File: config.mk
export PLATFORM = sky130hd
export DESIGN_NAME = fifo_dc_read_port
export DESIGN_NICKNAME = d
export VERILOG_FILES = /design/src/rtl/fifo_dc_read_port.sv
export SDC_FILE = /design/constraint.sdc
export NUM_CORES = 1
export LEC_CHECK = 0
export BUFFER_PORTS_ARGS = -buffer_cell sky130_fd_sc_hd__buf_2
export CELL_PAD_IN_SITES_DETAIL_PLACEMENT = 1
export CELL_PAD_IN_SITES_GLOBAL_PLACEMENT = 2
export CORE_UTILIZATION = 43
export DETAILED_ROUTE_END_ITERATION = 10
export PLACE_DENSITY_LB_ADDON = 0.3
export SYNTH_ARGS = -nofsm -noshare
export SYNTH_HDL_FRONTEND = slang
export SYNTH_SLANG_ARGS = --single-unit
export TNS_END_PERCENT = 1
File: constraint.sdc
create_clock -name clock -period 5.55 [get_ports clock]
set_input_delay 1.665 -clock clock [delete_from_list [all_inputs] [get_ports clock]]
set_output_delay 1.665 -clock clock [all_outputs]
set_load 0.01 [all_outputs]
File: src/rtl/fifo_dc_read_port.sv
// fifo_dc_read_port: drains a 1-cycle-latency FIFO into a registered valid/ready stream.
// A small circular buffer absorbs in-flight reads so rdreq never depends on out_ready.
module fifo_dc_read_port #(
  parameter int WIDTH = 32,
  parameter int DEPTH = 3,
  parameter int CNTW = 32,
  localparam int OW = $clog2(DEPTH + 1),
  localparam int PW = $clog2(DEPTH)
) (
  input  logic             clock,
  input  logic             reset,
  input  logic [WIDTH-1:0] fifo_q,
  input  logic             fifo_rdempty,
  output logic             fifo_rdreq,
  output logic [WIDTH-1:0] out_data,
  output logic             out_valid,
  input  logic             out_ready,
  output logic [OW-1:0]    occupancy,
  output logic [CNTW-1:0]  words_read
);
  logic [WIDTH-1:0] mem [DEPTH];
  logic [PW-1:0] wr_ptr, rd_ptr;
  logic inflight, pop;
  logic [OW:0] level;
  assign pop = out_valid && out_ready;
  assign out_valid = occupancy != '0;
  assign out_data = mem[rd_ptr];
  // Count the word still on fifo_q so a read is only issued into guaranteed free space.
  assign level = {1'b0, occupancy} + (OW + 1)'(inflight);
  assign fifo_rdreq = !reset && !fifo_rdempty && level < (OW + 1)'(DEPTH);
  always_ff @(posedge clock) begin
    if (reset) begin
      inflight <= 1'b0;
      wr_ptr <= '0;
      rd_ptr <= '0;
      occupancy <= '0;
      words_read <= '0;
      for (int i = 0; i < DEPTH; i++) mem[i] <= '0;
    end else begin
      assert (!(inflight && !pop && occupancy == OW'(DEPTH)));
      inflight <= fifo_rdreq;
      if (inflight) begin
        mem[wr_ptr] <= fifo_q;
        wr_ptr <= wr_ptr == PW'(DEPTH - 1) ? '0 : wr_ptr + 1'b1;
      end
      if (pop) begin
        rd_ptr <= rd_ptr == PW'(DEPTH - 1) ? '0 : rd_ptr + 1'b1;
        words_read <= words_read + CNTW'(1);
      end
      occupancy <= occupancy + OW'(inflight) - OW'(pop);
    end
  end
endmodule

==> flow_summary.toml <==
[logic_synthesis]
yosys_warnings = 0
ys_seq_area_frac = 0.649
yosys_register_bits = 169
syn_inst = 500
netlist-cell-type-count = 37
synth_area_per_cell_um2 = 14.4
syn-num-nets = 540
mappedNetlistArea_mm2 = 0.00718

[setup_path]
crit_path_cell_trace = "buf_2, a2111oi_0, buf_2"
r2r_cell_count = 5
worst_path_max_delay_cell = "a2111oi_0"
critical-path-max-stage-delay_ps = 450
worst_setup_path_startpoint = "reset"
setup.worst_path.start_class = "input pin"
worst_setup_path_end_kind = "output port"
crit_fanout = 2
worst-endpoint-arrival_ps = 2470
setup.worst_path.end = "fifo_rdreq"
r2r-end = "words_read[28]"
critical-path-top-cell-by-count = "buf_2"
crit_required_ps = 3880
timing.reg2reg.setup_slack_ps = 3190
kind_of_critical_path = "in2out"
worstReg2RegStart = "words_read[0]"

[clock_tree]
number_of_buffers_created_by_cts = 17
clk-insertion-delay-late_ps = 430
post_cts_sizing_count = 0
tritoncts_clock_tree = "yes"
cts.reportedPaths.clkPinSlew_ps = 70
clock_sinks = 169
cts-root-to-sink-buffers = 2
h-tree-depth = 4
clockRootBuffer = "clkbuf_16"
postCtsSetupRepairBufs = 0
ctsHoldBuffers = 0

[detailed_routing]
drtAntennaViolNets = 0
detailroute.via_count = 4476
post-route-drc-count = 0
route.detailed.wl_per_inst_um = 19.6
via_per_inst = 5.43
drt_first_pass_iters = 4
routed_wl_um = 16100
drtIter0Drc = 243

[placement]
gp_congestion = 0.757
buffer_ports.inserted = 103
place_ws_ps = 1410
cells_after_dpl = 793
dpl_wire_length_um = 10000

[floorplanning]
dieWidth_um = 131
die-height_um = 131
core_mm2 = 0.0161
boundaryPins = 104
start_util = 0.446
die_area_mm2 = 0.0172
placement_rows = 46

[final_layout]
diodes = 0
instances_no_fill = 825
final-seq-area_mm2 = 0.00467
count_of_nets_after_finishing = 636
multi_input_area_mm2 = 0.00238
layout-drive-gt1-share = 0.294
n_fill_cell = 1627
area_delta_synth_final_pct = 18.7

[grt]
global_route.overflow_total = 0
number_of_global_route_vias_before_repair = 4728
grt_start_max_net_pins = 48
groute.usage.overall = 0.198
first_pass_grt_wire_length_um = 25900
antenna_found_initial = 0

[timing]
timing.final.max_slew_violations = 0
rsz_0062_raised_after_global_routing = "false"
holdWs_ps = 489
setup_slack_ps = 1410
setup_tns_ps = 0
timing.fmax_mhz = 242
timing.final.crit_share = 0.745
slew-limit-headroom = 0.379
final_hold_violation_count = 0
finalSetupViolCount = 0
finClkSkew_ps = 11.5
finalWorstPathRequiredPeriod_ps = 4140
max_slew.worst_pin.slew_ps = 931

[power]
ir_worst_vdd_mv = 0.269
total_power_uw = 3210
p_leak_uw = 0.00313
pwr_density_cell_mw_per_mm2 = 376

[outcome]
outcome = "finished, final reports clean"

[hold_path]
holdCritStartpoint = "words_read[31]"
hold_path_class = "reg2reg"

[flow_run]
maxCapViolations = 0
==> cell families after synthesis <==
logic type | synth area share
AND/OR/NAND/NOR | 0.163
flip-flops | 0.649
AO/OA/AOI/OAI | 0.0439
buffers and inverters | 0.0213
multiplexers | 0.100
XOR/XNOR | 0.0146
adder cells (fa/ha/maj) | 0.00697
==> metrics by stage <==
| stage | cell area, µm² | util |
|---|---|---|
| after detailed placement | 7890 | 0.490 |
| after CTS | 8520 | 0.529 |
| after floorplan | 7180 | - |
| final | 8520 | 0.529 |
| after global routing | 8520 | 0.529 |
| after global placement | 7890 | 0.490 |
==> worst min-delay path by stage <==
stage	endpoint	cells past startpoint
after global routing	words_read[31]	2
after global placement	words_read[31]	2
after floorplan	wr_ptr[1]	2
after CTS	words_read[31]	2
after detailed placement	words_read[31]	2
final	words_read[31]	2
==> per-layer routing <==
metal  global-route usage  vias up  routed length (µm)
met5                    0        -                   0
met4               0.0706        0                 237
met3               0.0451       16                 620
met2                0.337       92                8190
met1                0.247     2291                7100
li1                     -     2077                   -
==> cell type report <==
class,count,area share
flip-flops and latches,169,0.548
clock inverters,14,0.0238
clock buffers,18,0.0504
repair buffers,108,0.0649
inverters,6,0.00264
multi-input cells,294,0.279
well taps,216,0.0317
==> power by group <==
part	switching [µW]	internal, µW
Combinational	209	218
Clock	481	794
Sequential	80.2	1420
==> cells in the final DEF (no fill, tap or decap), types with 2 or more instances in the layout <==
cell,Yosys,final
bufinv_16,0,5
or4_1,14,14
mux4_2,32,32
nor4_1,5,4
and2_1,97,97
dfxtp_2,0,2
clkinv_1,0,3
ha_1,4,4
xnor2_1,11,11
dfxtp_1,41,39
nor3_1,5,5
o21ai_0,4,4
edfxtp_1,128,128
o31ai_1,14,14
clkbuf_16,0,17
clkinv_4,0,2
clkinv_2,0,3
a21oi_1,26,26
nor2_1,18,18
or4b_1,3,3
buf_2,5,103
inv_1,6,6
nand3_1,10,10
nand2_1,15,15
and4_1,4,4
nand4_1,5,5
or2_2,4,4
o41ai_1,3,3
buf_4,0,5
a2111oi_0,2,2
or3_1,6,6
==> synthesized netlist by cell type <==
cell type | n | area share
a2111oi_0 | 2 | 0.0024
a21oi_1 | 26 | 0.018
and2_1 | 97 | 0.084
and3_1 | 2 | 0.0017
and3b_1 | 1 | 0.0012
and4_1 | 4 | 0.0049
buf_1 | 1 | 0.00052
buf_2 | 5 | 0.0035
buf_6 | 1 | 0.0016
clkbuf_1 | 24 | 0.013
dfxtp_1 | 41 | 0.11
edfxtp_1 | 128 | 0.54
ha_1 | 4 | 0.0070
inv_1 | 6 | 0.0031
mux4_2 | 32 | 0.10
nand2_1 | 15 | 0.0078
nand3_1 | 10 | 0.0070
nand3b_1 | 1 | 0.0010
nand4_1 | 5 | 0.0044
nand4_2 | 1 | 0.0017
nor2_1 | 18 | 0.0094
nor2b_1 | 1 | 0.00087
nor3_1 | 5 | 0.0035
nor3b_1 | 1 | 0.0010
nor4_1 | 5 | 0.0044
nor4b_1 | 2 | 0.0024
o21a_1 | 1 | 0.0010
o21ai_0 | 4 | 0.0028
o21ai_2 | 1 | 0.0012
o31ai_1 | 14 | 0.015
o41ai_1 | 3 | 0.0037
or2_2 | 4 | 0.0035
or3_1 | 6 | 0.0052
or4_1 | 14 | 0.015
or4b_1 | 3 | 0.0042
xnor2_1 | 11 | 0.013
xor2_1 | 1 | 0.0012
==> state kept, by name, summed over array words and instances (netlist names), named ones only <==
register,flops
mem,128
words_read,32
occupancy,2
rd_ptr,2
wr_ptr,2
inflight,1
==> critical path: cells and delay by family <==
kind | cells | cell delay (ps)
buffers and inverters | 2 | 360
AO/OA/AOI/OAI | 1 | 450
Power figures use the tool's default switching activity.
